**config.mk**
```make
export PLATFORM = sky130hd
export DESIGN_NAME = pc_sequencer
export DESIGN_NICKNAME = d
export VERILOG_FILES = /design/src/rtl/pc_sequencer.sv
export SDC_FILE = /design/constraint.sdc
export NUM_CORES = 1
export LEC_CHECK = 0
export CAP_MARGIN = 20
export CORE_ASPECT_RATIO = 1.5
export CORE_MARGIN = 2
export CORE_UTILIZATION = 45
export DETAILED_ROUTE_END_ITERATION = 16
export DONT_BUFFER_PORTS = 1
export GPL_TIMING_DRIVEN = 0
export SYNTH_ARGS = -nofsm -noshare
export SYNTH_HDL_FRONTEND = slang
export SYNTH_SLANG_ARGS = --single-unit
```
**constraint.sdc**
```tcl
create_clock -name clk -period 2.5 [get_ports clk]
set_input_delay 0.625 -clock clk [delete_from_list [all_inputs] [get_ports clk]]
set_output_delay 0.625 -clock clk [all_outputs]
set_load 0.01 [all_outputs]
```
**src/rtl/pc_sequencer.sv**
```systemverilog
// pc_sequencer: next-PC generator and fetch/decode/execute sequencing FSM.
// The next PC is computed and registered in DECODE (sequential, conditional
// relative branch, jump, call, return). It is then handed to the PC register
// with a one-cycle pcEn pulse at the end of EXECUTE. Calls and returns go
// through a small return-address stack.
//
// Handshake: op_valid is a qualifier only, with no ready back to the decoder.
// The op fields are consumed on the rising edge that ends a DECODE cycle in
// which op_valid=1. The PC register loads next_pc on the rising edge that ends
// the cycle with pcEn=1.
module pc_sequencer #(
  parameter int PC_W      = 10,
  parameter int RAS_DEPTH = 4
) (
  input  logic            clk,
  input  logic            reset,
  input  logic            run,
  input  logic [PC_W-1:0] pc,
  input  logic            op_valid,
  input  logic [2:0]      op_kind,
  input  logic            cond,
  input  logic [7:0]      disp,
  input  logic [PC_W-1:0] target,
  input  logic            mem_wait,
  output logic            fetch_req,
  output logic [PC_W-1:0] next_pc,
  output logic            pcEn,
  output logic            halted,
  output logic            ras_err,
  output logic [2:0]      dbg_state
);

  localparam int AW = $clog2(RAS_DEPTH);
  localparam int CW = AW + 1;

  typedef enum logic [2:0] {
    S_IDLE    = 3'd0,
    S_FETCH   = 3'd1,
    S_DECODE  = 3'd2,
    S_EXECUTE = 3'd3,
    S_HALT    = 3'd4
  } state_t;

  state_t state, state_nx;

  logic [PC_W-1:0] ras_mem [RAS_DEPTH];
  logic [CW-1:0]   ras_cnt;

  logic            capture;
  logic            ras_full, ras_empty;
  logic [AW-1:0]   top_idx;
  logic [PC_W-1:0] pc_inc, pc_rel, npc_d;
  logic            do_push, do_pop, err_d;

  // State register; reset returns the FSM to IDLE without a clock edge.
  always_ff @(posedge clk or negedge reset) begin
    if (!reset) state <= S_IDLE;
    else        state <= state_nx;
  end

  // Next-state logic; run is only sampled in IDLE and at the end of EXECUTE.
  always_comb begin
    state_nx = state;
    case (state)
      S_IDLE:    if (run) state_nx = S_FETCH;
      S_FETCH:   state_nx = S_DECODE;
      S_DECODE:  if (op_valid) state_nx = (op_kind == 3'b101) ? S_HALT : S_EXECUTE;
      S_EXECUTE: if (!mem_wait) state_nx = run ? S_FETCH : S_IDLE;
      S_HALT:    state_nx = S_HALT;
      default:   state_nx = S_IDLE;
    endcase
  end

  // Outputs decoded straight from state so async reset clears them at once.
  always_comb begin
    fetch_req = (state == S_FETCH);
    pcEn      = (state == S_EXECUTE) && !mem_wait;
    halted    = (state == S_HALT);
    dbg_state = state;
  end

  // Next-PC candidate and stack action for the op currently at decode.
  always_comb begin
    capture   = (state == S_DECODE) && op_valid;
    ras_full  = (ras_cnt == CW'(RAS_DEPTH));
    ras_empty = (ras_cnt == '0);
    top_idx   = ras_cnt[AW-1:0] - AW'(1);
    pc_inc    = pc + PC_W'(1);
    pc_rel    = pc + {{(PC_W-8){disp[7]}}, disp};
    npc_d     = pc_inc;
    do_push   = 1'b0;
    do_pop    = 1'b0;
    err_d     = 1'b0;
    case (op_kind)
      3'b001: npc_d = cond ? pc_rel : pc_inc;
      3'b010: npc_d = target;
      3'b011: begin
        // A call on a full stack still jumps; only the return address is lost.
        npc_d = target;
        if (ras_full) err_d   = 1'b1;
        else          do_push = 1'b1;
      end
      3'b100: begin
        if (ras_empty) begin
          err_d = 1'b1;
          npc_d = pc_inc;
        end else begin
          npc_d  = ras_mem[top_idx];
          do_pop = 1'b1;
        end
      end
      3'b101:  npc_d = next_pc;
      default: npc_d = pc_inc;
    endcase
  end

  // Datapath registers; all commit only on the decode capture edge, so
  // mem_wait stretching can never repeat a push or pop.
  always_ff @(posedge clk or negedge reset) begin
    if (!reset) begin
      next_pc <= '0;
      ras_cnt <= '0;
      ras_err <= 1'b0;
      for (int i = 0; i < RAS_DEPTH; i++) ras_mem[i] <= '0;
    end else if (capture) begin
      next_pc <= npc_d;
      if (err_d) ras_err <= 1'b1;
      if (do_push) begin
        ras_mem[ras_cnt[AW-1:0]] <= pc_inc;
        ras_cnt <= ras_cnt + CW'(1);
      end else if (do_pop) begin
        ras_cnt <= ras_cnt - CW'(1);
      end
    end
  end

endmodule

```
# After elaboration in Yosys (flattened, before gate mapping)
# Cells that the tools add are included.
# classes
n_mux	24
eq_ne	13
n_bitwise	3
reduce_logical	13
magnitude_cmp	3
add_sub_neg	5
# ops
op	count
10-bit two-way mux	5
40-bit bitwise mux	1
10-bit case mux with 4 select lines	1
10-bit binary-select mux with 2-bit select	1
10-bit demux with 2-bit select	1
3-bit two-way mux	6
3-bit case mux with 5 select lines	1
3-bit by 2-bit == test with 1-bit output, second input constant	4
3-bit == test, second input constant	4
10-bit by 1-bit adder with 10-bit output, second input constant	1
10-bit adder	1
2-bit AND reduction	4
1-bit two-way mux	7
3-bit by 1-bit == test with 1-bit output, second input constant	2
3-bit >= comparator, second input constant	2
3-bit logical NOT	2
2-bit inequality test, second input constant	3
2-bit NOT with 3-bit output	2
3-bit by 1-bit adder with 3-bit output, second input constant	1
1-bit logical AND	3
3-bit by 1-bit < comparator with 1-bit output, second input constant	1
3-bit AND reduction	1
3-bit by 1-bit subtractor with 3-bit output, second input constant	1
1-bit case mux with 2 select lines	1
other kinds (5)	5
# totals
in_bits	37
wordCells	69
ff_bits	57
out_inout_bits	17

# Logic depth before layout (Yosys ltp)
# logic_depth
depth_word	7
depth_mapped	10
depth_no_buf	9

# Worst setup path before layout
# No wires, ideal clock.
# synth_timing
kind	register -> register
startpoint	reg ras_cnt[0]
endpoint	reg next_pc[5]
path_stages_with_launch	9
setup_slack_ps	-12
path_buffers	2
arrival_ps	2386
setup_ps	126
path_cell_list	dfrtp_1 -> buf_4 -> inv_1 -> ha_1 -> buf_1 -> mux4_2 -> a221oi_1 -> o31ai_1 -> o32a_1
# synth_between
elab_chain_cells	7
elab_cells_between_ends	8
# synth_lines
item	line_no	source
start, declared	47	logic [CW-1:0] ras_cnt;
start signal, assigned	130	ras_cnt <= ras_cnt + CW'(1);
start signal, assigned	132	ras_cnt <= ras_cnt - CW'(1);
2-bit by 1-bit subtractor with 2-bit output	87	top_idx = ras_cnt[AW-1:0] - AW'(1);
net top_idx[0]	51	logic [AW-1:0] top_idx;
2-bit NOT with 3-bit output (not written as such)	108	npc_d = ras_mem[top_idx];
10-bit binary-select mux with 2-bit select	108	
10-bit two-way mux (not written as such) (2 in a row)	108	
10-bit two-way mux	104	if (ras_empty) begin
10-bit case mux with 4 select lines	94	case (op_kind)
end signal, assigned	126	next_pc <= npc_d;
end, declared	26	output logic [PC_W-1:0] next_pc,
# The timed path passes the listed nets, and every way through them passes these cells. The select of a mux whose other input is x is not followed.
# A chain may end at the register's enable or synchronous reset.

# Worst setup path after layout
# Ends and elaborated chain as after synthesis.

==> impl_results.md <==
* Final nets at 397
* First-pass GRT wire length at 13.2 mm
* Worst skew pair latency at 0.34 ns
* Placed cell count at 430
* Clock sinks at 57
* Finish-stage setup viols at 0
* Total Routing Usage GR at 21.9%
* Initial Util at 46.3%
* Critical-path cell list: buf_12, inv_1, ha_2, buf_4, mux4_2, a221oi_2, o31ai_1, o32a_1
* WL per Instance at 18.4 microns
* Hold_ws at 0.121 ns
* Setup TNS at 0 ns
* CTS Buf Count at 9
* Worst-Margin Slew at 0.561 ns
* Iteration-0 DRC Markers at 144
* Top post-synthesis cells by area: dfrtp_1 43%, mux4_2 6.8%, o21ai_0 6.6%
* Most frequent cells in the layout: 56 x dfrtp_1, 46 x nand2_1, 44 x o21ai_0
* Largest net degree at the start of global routing at 58
* Max H-tree Level at 3
* Max Cap Violations at 0
* Buf+Inv Stages, Crit Path at 3
* Routing usage on met3 at 5.77%
* Final worst-path cycle share at 97.3%
* Kind of cell adding the most delay to the critical path: compound AO/OA/AOI/OAI gates
* Multi-input logic area at 1830 sq um
* Routing usage on met1 at 25.7%
* WS Path Type: reg2reg
* Slew HR at 62.3%
* Min Tclk post-route at 2.43 ns
* Slowest cell on crit path: dfrtp_2
* First-pass detailed-route iteration total at 4
* HP Class: in2async
* Vias in the first global route at 2,657
* CTS tree: yes
* Mapped Cells at 330
* Antenna cells at 0
* Setup crit start kind: flop
* GRT overflow at 0
* IO buf count at 0
* Row cnt at 38
* Ys flop type: dfrtp_1
* Overall power at 3.70 mW
* Routed vias at 2,575
* Pins over their slew limit at 0
* Ys Warns at 0
* Worst-path clk slew at 0.07 ns
* Final Hold Fails at 0
* Cell variety after synth at 63
* Leakage at 1.59 nW
* Fillers at 667
* Root buffer cell: clkbuf_8
* Ys async rst share at 100%
* Status: complete, no violations
* Post-route DRC at 0
* Dpl hpwl at 5.82 mm
* DR vias/cell at 5.73
* Chip width at 74.2 microns
* CP required at 2.72 ns
* Maximum vdd drop at 353 uV
* I/O pin total at 54
* Worst Setup End Kind: flop
* CTS max path bufs at 2
* Placeable Area at 7180 sq um
* Final Skew at 0.0132 ns
* Layout cell share with drive strength beyond 1 at 16.0%
* GPL Wtd Cong at 0.839
* Initial antenna violation count at 0
* Syn Area/Cell at 10.1 sq um
* Peak per-stage delay on the critical path at 0.44 ns
* Synthesized cell area at 3330 sq um
* Final core utilization at 52.2%
* Pwr/cell area at 988 nW/um^2
* Arrival time at the worst endpoint at 2.66 ns
* #FFs+latches synth at 57
* Post-synth EDFFs at 0
* Synthesized Nets at 383
* GR Util met2 at 37.5%
* Register cell area after layout at 1430 sq um
* Final std cells w/o fill at 449
* Most common cell after layout, fill and taps aside: dfrtp_1
* Number of routed nets with antenna violations at 0
* Max Fclk at 0.411 GHz
* Area leader, netlist: dfrtp_1
* CP Max Fanout at 10
* Die area at 8110 sq um
* Sequential area share after synthesis at 42.9%
* Area Growth Syn to Fin at 12.6%
* Final wirelength at 8.26 mm
* Synth top area share at 42.9%
* Chip height at 109 microns
* Top Usage Layer GRT: met2
-- through the flow --
stage	setup WS (ns)	cell area [sq um]
floorplan	0.165	3330
finish	0.0663	3740
global route	-0.0191	3740
CTS	0.0545	3710
global placement	-0.240	3450
detailed placement	-0.254	3450
-- synthesized netlist by cell type, types with 2 or more instances --
| master | n |
|---|---|
| a21o_1 | 4 |
| nand2_2 | 4 |
| clkbuf_1 | 5 |
| nand2b_1 | 3 |
| and2_1 | 2 |
| dfrtp_1 | 57 |
| o31ai_1 | 2 |
| o21bai_1 | 2 |
| nand3_1 | 4 |
| nand4_1 | 3 |
| o22ai_1 | 3 |
| ha_1 | 14 |
| a21oi_1 | 18 |
| a221oi_1 | 6 |
| buf_4 | 2 |
| o21a_1 | 3 |
| nand2_1 | 46 |
| buf_1 | 2 |
| inv_1 | 7 |
| mux2_2 | 5 |
| nor2b_1 | 2 |
| o21ai_0 | 44 |
| mux4_2 | 10 |
| nor2_1 | 21 |
| o211ai_1 | 2 |
| a31oi_1 | 5 |
| fa_1 | 2 |
| a211oi_1 | 3 |
| xor2_1 | 5 |
| xnor2_1 | 7 |
| and3_1 | 4 |
| nand3b_1 | 2 |
-- report_power, final --
group / leakage, nW / total, mW / switching, mW / internal, mW
registers: 0.743 / 1.55 / 0.297 / 1.25
clock network: 0.107 / 0.972 / 0.381 / 0.591
logic: 0.739 / 1.18 / 0.587 / 0.593
-- layer usage --
metal	up-vias	wire, microns	part of all wire [%]
met5	-	0	0
met1	1239	3320	40
li1	1248	-	-
met2	71	4240	51
met3	17	475	5.8
met4	0	226	2.7
-- worst paths after layout --
check,from,to,slack [ns],cells past startpoint
setup / recovery,ras_cnt[0],next_pc[5],0.07,8
hold / removal,reset,next_pc[6],0.12,1
setup reg to reg,ras_cnt[0],next_pc[5],0.07,8
hold reg to reg,ras_mem[19],ras_mem[19],0.48,2
max in group asynchronous,reset,ras_mem[28],2.08,1
min in group clk,pc[0],ras_mem[0],0.39,1
-- flip-flops by register name (all words and copies together) (netlist names) --
register	cells
ras_mem	40
ras_err	1
ras_cnt	3
dbg_state	3
next_pc	10
-- cell type report --
cell class / instances / share of cell area [%]
Multi-Input combinational cell: 255 / 48.8
Buffer: 10 / 1.84
Clock buffer: 12 / 3.88
Inverter: 8 / 0.802
Clock inverter: 4 / 2.04
Timing Repair Buffer: 3 / 1.14
Tap cell: 100 / 3.34
Sequential cell: 57 / 38.1
-- kinds of logic (layout without fill, tap and decap cells) --
| kind of cell | count (synthesis) | after routing | synth area share, % |
|---|---|---|---|
| muxes | 16 | 16 | 8.77 |
| AOI/OAI and AO/OA | 104 | 104 | 19.8 |
| adders and majority gates | 16 | 16 | 6.47 |
| xor gates and xnor gates | 12 | 12 | 3.16 |
| DFF | 57 | 57 | 42.9 |
| and+or+nand+nor | 107 | 107 | 16.4 |
| buffers and inverters | 18 | 37 | 2.48 |
-- what timing repair did --
| item | in CTS | in global routing |
|---|---|---|
| gates resized for setup | 4 | 4 |
| setup endpoints to repair | 4 | 4 |
| setup buffers | 0 | 2 |
| hold buffers | 1 | 0 |
| endpoints found under the hold margin | 57 | 0 |
No activity file was read; power rests on OpenSTA's default activity.
